[config.mk]
export PLATFORM = sky130hd
export DESIGN_NAME = uc_secuencial_flat
export DESIGN_NICKNAME = d
export VERILOG_FILES = /design/src/rtl/uc_pkg.sv /design/src/rtl/uc_secuencial_if.sv /design/src/rtl/uc_decode.sv /design/src/rtl/uc_secuencial.sv /design/src/flat_wrapper.sv
export SDC_FILE = /design/constraint.sdc
export NUM_CORES = 1
export LEC_CHECK = 0
export CORE_AREA = 5 5 51 53
export CTS_BUF_LIST = sky130_fd_sc_hd__clkbuf_8
export DETAILED_ROUTE_END_ITERATION = 12
export DIE_AREA = 0 0 56 58
export PLACE_DENSITY = 0.94
export REMOVE_ABC_BUFFERS = 1
export SLEW_MARGIN = 40
export SYNTH_ARGS = -nofsm -noshare
export SYNTH_HDL_FRONTEND = slang
export SYNTH_SLANG_ARGS = --single-unit
export TNS_END_PERCENT = 30
[constraint.sdc]
create_clock -name clk -period 2.9 [get_ports clk]
set_input_delay 0.29 -clock clk [delete_from_list [all_inputs] [get_ports clk]]
set_output_delay 0.29 -clock clk [all_outputs]
set_load 0.02 [all_outputs]
[src/rtl/uc_pkg.sv]
// -----------------------------------------------------------------------------
// uc_pkg
// Shared definitions for the sequential control unit:
//   - opcode class field values (Opcode[5:4])
//   - jump subcodes (Opcode[1:0] within the jump class)
//   - the HALT opcode
//   - run-control FSM state encoding
//   - the raw control word produced by the opcode decoder
// -----------------------------------------------------------------------------
package uc_pkg;

    // Opcode class, taken from Opcode[5:4]
    localparam logic [1:0] OP_ALU_RR = 2'b00;
    localparam logic [1:0] OP_ALU_IM = 2'b01;
    localparam logic [1:0] OP_JMP    = 2'b10;
    localparam logic [1:0] OP_SYS    = 2'b11;

    // Jump subcodes, taken from Opcode[1:0]; 2'b11 is reserved and acts as NOP
    localparam logic [1:0] J   = 2'b00;
    localparam logic [1:0] JZ  = 2'b01;
    localparam logic [1:0] JNZ = 2'b10;

    localparam logic [5:0] OP_HALT = 6'b111111;

    typedef enum logic [1:0] {
        ST_IDLE = 2'b00,
        ST_RUN  = 2'b01,
        ST_STEP = 2'b10,
        ST_HALT = 2'b11
    } state_t;

    // Unqualified decode of one opcode; the top gates it with exec
    typedef struct packed {
        logic       s_inc;
        logic       s_inm;
        logic       we;
        logic       wez;
        logic [2:0] alu_op;
        logic       is_halt;
    } ctrl_t;

endpackage

[src/rtl/uc_secuencial_if.sv]
// -----------------------------------------------------------------------------
// uc_secuencial_if
// Control bus between the control unit and the single-cycle datapath.
//   Opcode[5:0], zero       : datapath -> control unit
//   s_inc, s_inm, we, wez,
//   ALUOp[2:0], pc_en       : control unit -> datapath
// Modports:
//   master : the control unit (drives the control lines)
//   slave  : the datapath side (drives opcode and zero flag)
// -----------------------------------------------------------------------------
interface uc_secuencial_if;

    logic [5:0] Opcode;
    logic       zero;
    logic       s_inc;
    logic       s_inm;
    logic       we;
    logic       wez;
    logic [2:0] ALUOp;
    logic       pc_en;

    modport master (
        input  Opcode,
        input  zero,
        output s_inc,
        output s_inm,
        output we,
        output wez,
        output ALUOp,
        output pc_en
    );

    modport slave (
        output Opcode,
        output zero,
        input  s_inc,
        input  s_inm,
        input  we,
        input  wez,
        input  ALUOp,
        input  pc_en
    );

endinterface

[src/rtl/uc_decode.sv]
// -----------------------------------------------------------------------------
// uc_decode
// Purely combinational opcode decoder. Produces the raw control word for one
// instruction without regard to the run-control state.
// Ports:
//   opcode[5:0] : instruction opcode field
//   zero        : registered ALU zero flag (from the last flag-writing instr)
//   ctrl        : raw control word (s_inc, s_inm, we, wez, alu_op, is_halt)
// -----------------------------------------------------------------------------
module uc_decode
    import uc_pkg::*;
(
    input  logic [5:0] opcode,
    input  logic       zero,
    output ctrl_t      ctrl
);

    always_comb begin
        ctrl       = '0;
        ctrl.s_inc = 1'b1;
        case (opcode[5:4])
            OP_ALU_RR: begin
                ctrl.alu_op = opcode[2:0];
                ctrl.we     = 1'b1;
                ctrl.wez    = 1'b1;
            end
            OP_ALU_IM: begin
                ctrl.alu_op = opcode[2:0];
                ctrl.s_inm  = 1'b1;
                ctrl.we     = 1'b1;
                ctrl.wez    = 1'b1;
            end
            OP_JMP: begin
                // s_inc=0 selects the jump target; jumps never touch the flag
                case (opcode[1:0])
                    J:       ctrl.s_inc = 1'b0;
                    JZ:      ctrl.s_inc = ~zero;
                    JNZ:     ctrl.s_inc = zero;
                    default: ctrl.s_inc = 1'b1;
                endcase
            end
            default: begin
                // OP_SYS: only 111111 is meaningful, everything else is NOP
                ctrl.is_halt = (opcode == OP_HALT);
            end
        endcase
    end

endmodule

[src/rtl/uc_secuencial.sv]
// -----------------------------------------------------------------------------
// uc_secuencial
// Control unit for the single-cycle microcontroller datapath with run control.
// The opcode decode is combinational; it is only allowed to act on the
// datapath while exec is high, i.e. in RUN, or in STEP during a step pulse.
// Ports:
//   clk          : system clock, rising edge
//   reset        : asynchronous, active-low reset
//   bus          : control bus (Opcode/zero in; s_inc, s_inm, we, wez,
//                  ALUOp, pc_en out), master side
//   start        : level, requests leaving IDLE
//   step_mode    : 1 = execute one instruction per step pulse
//   step         : single-cycle pulse allowing one instruction in step mode
//   halted       : 1 while in HALT (registered)
//   instr_count  : saturating retired-instruction counter (registered)
// -----------------------------------------------------------------------------
module uc_secuencial
    import uc_pkg::*;
#(
    parameter int CNT_W = 16
) (
    input  logic              clk,
    input  logic              reset,
    uc_secuencial_if.master   bus,
    input  logic              start,
    input  logic              step_mode,
    input  logic              step,
    output logic              halted,
    output logic [CNT_W-1:0]  instr_count
);

    localparam logic [CNT_W-1:0] CNT_MAX = '1;

    state_t           state_q, state_d;
    logic [CNT_W-1:0] cnt_q, cnt_d;
    ctrl_t            raw;
    logic             exec;
    logic             retire;

    uc_decode u_decode (
        .opcode (bus.Opcode),
        .zero   (bus.zero),
        .ctrl   (raw)
    );

    // A step pulse only counts once we are already in STEP; a pulse arriving
    // together with start in IDLE just moves the FSM and executes nothing.
    assign exec   = (state_q == ST_RUN) || ((state_q == ST_STEP) && step);
    assign retire = exec && !raw.is_halt;

    // Control outputs fall back to the "hold" word whenever exec is low,
    // which also covers the async-reset case since state_q resets to IDLE.
    assign bus.pc_en = retire;
    assign bus.we    = exec & raw.we;
    assign bus.wez   = exec & raw.wez;
    assign bus.s_inc = exec ? raw.s_inc  : 1'b1;
    assign bus.s_inm = exec ? raw.s_inm  : 1'b0;
    assign bus.ALUOp = exec ? raw.alu_op : 3'b000;

    assign halted      = (state_q == ST_HALT);
    assign instr_count = cnt_q;

    always_comb begin
        state_d = state_q;
        case (state_q)
            ST_IDLE: begin
                if (start) state_d = step_mode ? ST_STEP : ST_RUN;
            end
            ST_RUN: begin
                // HALT wins over a step_mode change in the same cycle
                if (raw.is_halt)    state_d = ST_HALT;
                else if (step_mode) state_d = ST_STEP;
            end
            ST_STEP: begin
                if (step && raw.is_halt) state_d = ST_HALT;
                else if (!step_mode)     state_d = ST_RUN;
            end
            default: state_d = ST_HALT;
        endcase
    end

    always_comb begin
        cnt_d = cnt_q;
        if (retire && (cnt_q != CNT_MAX)) cnt_d = cnt_q + 1'b1;
    end

    always_ff @(posedge clk or negedge reset) begin
        if (!reset) begin
            state_q <= ST_IDLE;
            cnt_q   <= '0;
        end else begin
            state_q <= state_d;
            cnt_q   <= cnt_d;
        end
    end

endmodule

[src/flat_wrapper.sv]
// flat-port wrapper written by rule: the top's interface ports become plain ports
module uc_secuencial_flat import uc_pkg::*;
#(
    parameter int CNT_W = 16
)
  (clk, reset, start, step_mode, step, halted, instr_count, bus_Opcode, bus_zero, bus_s_inc, bus_s_inm, bus_we, bus_wez, bus_ALUOp, bus_pc_en);
  uc_secuencial_if bus_i ();
  input  logic clk;
  input  logic reset;
  input  logic start;
  input  logic step_mode;
  input  logic step;
  output logic halted;
  output logic [CNT_W-1:0] instr_count;
  input wire logic [$bits(bus_i.Opcode)-1:0] bus_Opcode;
  input wire logic [$bits(bus_i.zero)-1:0] bus_zero;
  output wire logic [$bits(bus_i.s_inc)-1:0] bus_s_inc;
  output wire logic [$bits(bus_i.s_inm)-1:0] bus_s_inm;
  output wire logic [$bits(bus_i.we)-1:0] bus_we;
  output wire logic [$bits(bus_i.wez)-1:0] bus_wez;
  output wire logic [$bits(bus_i.ALUOp)-1:0] bus_ALUOp;
  output wire logic [$bits(bus_i.pc_en)-1:0] bus_pc_en;
  assign bus_i.Opcode = bus_Opcode;
  assign bus_i.zero = bus_zero;
  assign bus_s_inc = bus_i.s_inc;
  assign bus_s_inm = bus_i.s_inm;
  assign bus_we = bus_i.we;
  assign bus_wez = bus_i.wez;
  assign bus_ALUOp = bus_i.ALUOp;
  assign bus_pc_en = bus_i.pc_en;
  uc_secuencial #(.CNT_W(CNT_W)) u_core (.clk(clk), .reset(reset), .bus(bus_i), .start(start), .step_mode(step_mode), .step(step), .halted(halted), .instr_count(instr_count));
endmodule
==> run metrics, run 1 <==
GP Congestion=between 0.8 and 0.9; global-route usage over all layers=0.142; Cell Rows=17; initial antenna violation count=0; most common cell after layout, fill and taps aside=clkdlybuf4s50_1; minimum clock period=2.53 ns; drt pass-1 iters=4; worst path arrival time=2.24 ns; max-cap violations=0; Max Freq=roughly 0.39 GHz; Post-Syn Area=around 950 sq um; max-slew violation count=0; Largest stage delay, worst path=0.60 ns; Top FF cell, synth=dfrtp_1; clock sinks=18; Worst-Margin Slew=0.561 ns; EDFF count, synth=0; Final Non-Filler Cells=160; setup tns final=0 ns; core footprint=between 0.002 and 0.0025 sq mm; largest net degree at the start of global routing=19; Post-route DRC=0; routed vias/inst=slightly above 5; WP data required=between 2 and 3 ns; endpoints failing hold=0; relative slew slack=0.626; power density over cell area=around 700 mW/mm^2; TritonCTS clock tree=yes; run status=finished clean; most frequent cells in the layout=clkdlybuf4s50_1, dfrtp_1, xnor2_1; number of global-route vias before repair=around 800; Critical Path Start Type=input pin; Die W=about 56 microns; leakage=between 0.5 and 0.6 nW; Post-CTS Setup Inserts=0; FFs w/ async S/R, synth=1.00; die area=about 0.0032 sq mm; starting density of the core=0.453; RSZ-0062 raised after global routing=false; Top cell by count, worst path=clkdlybuf4s50_1; Final ANT Viol Nets=0; I/O Buffers=36; # nets final=146; Filler cells=160; Crit. End Element=primary output; vias=825; synthesized area per cell=just over 10 sq um; total power=0.979 mW; slowest stage cell, crit path=or4b_2; final period utilization=0.873; worst setup margin=roughly 0.37 ns; Post-DP Area=approximately 0.0013 sq mm; layout cells sized above 1=0.121; die height=roughly 58 microns; flops & latches, synth=18; design area=roughly 0.0014 sq mm; Iteration-0 DRC Markers=15; H-tree Lvls=1; Placed Instances=roughly 160; CP Buf/Inv Count=2; cells along the critical path=clkdlybuf4s50_1 -> mux2_2 -> or4b_2 -> clkdlybuf4s50_1; yosys warns=0; hold_buf cts=0; Setup Viol. Count Final=0; cts repair resizes=0; sequential area share after synthesis=0.472; CTS max path bufs=2; Ports=37; cts bufs inserted=3; wire per inst=approximately 13 microns; crit-path max FO=1; final antenna diode count=0; Clk Tree Root Cell=clkbuf_8; Distinct cells, synth=26; WL final=2.14 mm; Clock Skews=about 0.0053 ns; worst slack, placed=approximately 0.36 ns; worst-skew pair later-pin latency=~0.25 ns; global-route wire length before repair=between 3 and 4 mm; grt ovf=0; HP Class=input pin to asynchronous set/reset pin; Mapped Cells=93; Peak VDD IR=around 0.5 mV; area grow syn2layout=46.1%; Post-DP HPWL=between 1.5 and 2 mm; CP Class=input pin to primary output; clk slew on worst S/H paths=0.07 ns; cell family with most CP delay=buffers and inverters
## layout make-up
class,count,area [sq um],area share
clock buffers,4,55.1,0.0395
inverters,4,15.0,0.0108
multi-input cells,69,474,0.340
flip-flops and latches,18,450,0.323
well taps,28,35.0,0.0251
repair buffers,37,365,0.262
## through the flow
stage	utilization	hold slack, ns
floorplan	-	-0.00559
global placement	0.634	0.484
detailed placement	0.634	0.506
CTS	0.660	0.519
global route	0.663	0.538
finish	0.663	0.498
## state kept, by name, summed over array words and instances, names as in the netlist
register	cells
u_core.instr_count	16
u_core.state_q	2
## worst paths after layout
path | from | endpoint | slack [ns] | cells past startpoint
worst max register to register | u_core.instr_count[0] | u_core.instr_count[1] | 0.83 | 5
worst max-delay path | bus_zero | bus_s_inc | 0.37 | 4
max in group asynchronous | reset | u_core.instr_count[4] | 2.11 | 2
min in group clk | u_core.instr_count[15] | u_core.instr_count[15] | 0.51 | 1
worst min register to register | u_core.instr_count[15] | u_core.instr_count[15] | 0.51 | 1
worst min-delay path | reset | u_core.instr_count[3] | 0.50 | 2
## per-layer routing
| layer | global-route usage | vias up | part of all wire |
|---|---|---|---|
| met5 | 0 | - | 0 |
| met4 | 0.0475 | 0 | 0.0065 |
| met3 | 0.0423 | 2 | 0.077 |
| met2 | 0.234 | 40 | 0.50 |
| met1 | 0.179 | 384 | 0.42 |
| li1 | - | 399 | - |
## synth_stat cells (all sizes together) (2+ instances only)
master	n	area [sq um]
a21oi	3	18.8
xor2	4	35.0
o22ai	2	12.5
buf	2	15.0
xnor2	11	96.3
nand2	6	22.5
nor2	9	38.8
inv	4	15.0
dfrtp	18	450
nand4	6	37.5
and4	3	27.5
nand3	5	25.0
mux2	2	22.5
and3	4	31.3
and2	8	50.1
## power by group
part	switching (mW)	internal, mW	total [mW]	leakage [nW]
combinational	0.207	0.206	0.413	0.331
clock	0.0807	0.120	0.201	0.0288
sequential	0.0633	0.301	0.364	0.228
## cell families after synthesis
family | synth area share
and+or+nand+nor | 0.290
DFF | 0.472
xor gates and xnor gates | 0.138
buffers and inverters | 0.0314
AOI/OAI and AO/OA | 0.0328
muxes | 0.0236
adders and majority gates | 0.0131
## worst register-to-register path: cells and delay by family, from the launching register on
| family | cells | cell delay (ns) |
|---|---|---|
| compound gates | 1 | 0.48 |
| simple gates | 2 | 0.41 |
| mux | 1 | 0.40 |
| fa+ha+maj | 1 | 0.24 |
| flops | 1 | 0.43 |
Note: power is estimated with default switching activity, not from simulation.
==> run 2, diff against run 1 <==
--- a/config.mk
+++ b/config.mk
@@ -9,6 +9,7 @@
 export CTS_BUF_LIST = sky130_fd_sc_hd__clkbuf_8
 export DETAILED_ROUTE_END_ITERATION = 12
 export DIE_AREA = 0 0 56 58
+export GPL_ROUTABILITY_DRIVEN = 0
 export PLACE_DENSITY = 0.94
 export REMOVE_ABC_BUFFERS = 1
 export SLEW_MARGIN = 40
==> results of run 2 <==
No change in the layout: final DEF, timing and power equal those of run 1.
==> run 3, diff against run 2 <==
--- a/config.mk
+++ b/config.mk
@@ -11,8 +11,9 @@
 export DIE_AREA = 0 0 56 58
 export GPL_ROUTABILITY_DRIVEN = 0
 export PLACE_DENSITY = 0.94
+export RECOVER_POWER = 25
 export REMOVE_ABC_BUFFERS = 1
-export SLEW_MARGIN = 40
+export SLEW_MARGIN = 10
 export SYNTH_ARGS = -nofsm -noshare
 export SYNTH_HDL_FRONTEND = slang
 export SYNTH_SLANG_ARGS = --single-unit
==> run metrics, run 3 (same netlist as run 1, synthesis figures left out) <==
max-slew violation count=0 (unchanged); cells along the critical path=clkdlybuf4s50_1 -> mux2_2 -> or4b_2 -> clkdlybuf4s50_1; Post-route DRC=0 (unchanged); max FFs per register=16 (unchanged); hold_sp=u_core.instr_count[15]; R2R depth=5 (unchanged); setup tns final=0 ns (unchanged); minimum clock period=2.53 ns (unchanged); H-tree Lvls=1 (unchanged); cts repair resizes=0 (unchanged); HP Class=flop to flop; # nets final=145 (-0.68%); routed vias/inst=5.13 (-0.47%); drt pass-1 iters=4 (unchanged); endpoints failing hold=0 (unchanged); Placed Instances=155 (unchanged); leakage=0.584 nW (-0.67%); Clk Tree Root Cell=clkbuf_8; TritonCTS clock tree=yes; most frequent cells in the layout=clkdlybuf4s50_1, dfrtp_1, xnor2_1; Top cell by count, worst path=clkdlybuf4s50_1; number of global-route vias before repair=797 (unchanged); worst r2r src=u_core.instr_count[0]; relative slew slack=0.444 (-0.183); vias=816 (-1.1%); RSZ-0062 raised after global routing=false; Filler cells=160 (unchanged); hold_buf cts=0 (unchanged); starting density of the core=0.453 (unchanged); WHS Endpoint=u_core.instr_count[15]; run status=finished clean; Post-CTS Setup Inserts=0 (unchanged); r2r endpoint=u_core.instr_count[1]; CTS max path bufs=2 (unchanged); cell family with most CP delay=buffers and inverters; wire per inst=13.5 microns (+0.72%); cts bufs inserted=3 (unchanged); die height=58 microns (unchanged); slowest stage cell, crit path=or4b_2; area grow syn2layout=45.6%; global-route usage over all layers=0.142 (unchanged); Cell Rows=17 (unchanged); Die W=56 microns (unchanged); clock sinks=18 (unchanged); Setup Viol. Count Final=0 (unchanged); global-route wire length before repair=3.77 mm (unchanged); I/O Buffers=36 (unchanged); WL final=2.14 mm (about the same); Final ANT Viol Nets=0 (unchanged); core footprint=0.00211 sq mm (unchanged); Critical Path Start Type=input pin; final period utilization=0.873 (unchanged); most common cell after layout, fill and taps aside=clkdlybuf4s50_1; Iteration-0 DRC Markers=14 (-1); largest net degree at the start of global routing=19 (unchanged); max-cap violations=0 (unchanged); Min-Delay Path Depth=1; Worst-Margin Slew=0.832 ns (+0.271 ns); WP data required=2.61 ns (about the same); Max Freq=0.395 GHz (unchanged); fin util=0.660 (-0.00238); grt ovf=0 (unchanged); Post-DP HPWL=1.69 mm (unchanged); power density over cell area=704 mW/mm^2 (+0.32%); final antenna diode count=0 (unchanged); Peak VDD IR=0.513 mV (about the same); clk slew on worst S/H paths=0.06 ns (about the same); initial antenna violation count=0 (unchanged); Crit. End Element=primary output; CP Class=input pin to primary output; layout cells sized above 1=0.115 (-0.00671); CP Buf/Inv Count=2 (unchanged); Largest stage delay, worst path=0.60 ns (about the same); worst-skew pair later-pin latency=0.25 ns (about the same); Clock Skews=0.00516 ns (-0.000188 ns); die area=0.00325 sq mm (unchanged); Worst R2R Setup Slack=0.83 ns (about the same); Ports=37 (unchanged); worst path arrival time=2.24 ns (about the same); Final Non-Filler Cells=159 (-0.63%); crit-path max FO=1 (unchanged)
## run 3: report_power, final
group	total [mW]	leakage [nW]	switching [mW]	internal, mW
sequential	0.364	0.228	0.0634	0.301
combinational	0.412	0.327	0.207	0.206
clock	0.201	0.0288	0.0808	0.120
## run 3: per-stage QoR
stage               worst slack [ns]  total power, mW  hold WS (ns)  cell area (sq um)
CTS                            0.361            0.988         0.519               1390
global route                   0.323             1.04         0.538               1390
detailed placement             0.357            0.781         0.506               1340
floorplan                      0.936            0.584      -0.00559                940
global placement               0.388            0.770         0.484               1340
finish                         0.367            0.978         0.513               1390
## run 3: worst max path at each step
stage,startpoint,to,slack [ns],depth (start not counted)
2_1_floorplan,u_core.instr_count[0],u_core.instr_count[1],0.94,5
3_3_place_gp,bus_zero,bus_s_inc,0.39,4
3_5_place_dp,bus_zero,bus_s_inc,0.36,4
4_1_cts,bus_zero,bus_s_inc,0.36,4
5_1_grt,bus_zero,bus_s_inc,0.32,4
6_report,bus_zero,bus_s_inc,0.37,4
## run 3: cell type report
| class | count | area [sq um] | area share |
|---|---|---|---|
| clock buffers | 4 | 55.1 | 0.0396 |
| well taps | 28 | 35.0 | 0.0252 |
| multi-input cells | 69 | 474 | 0.341 |
| inverters | 4 | 15.0 | 0.0108 |
| flip-flops and latches | 18 | 450 | 0.324 |
| repair buffers | 36 | 360 | 0.259 |
## run 3: metal layers
metal | vias up | share of wire | track usage
li1 | 397 | - | -
met4 | 0 | 0.0065 | 0.0475
met3 | 2 | 0.077 | 0.0423
met1 | 377 | 0.42 | 0.179
met2 | 40 | 0.50 | 0.234
met5 | - | 0 | 0
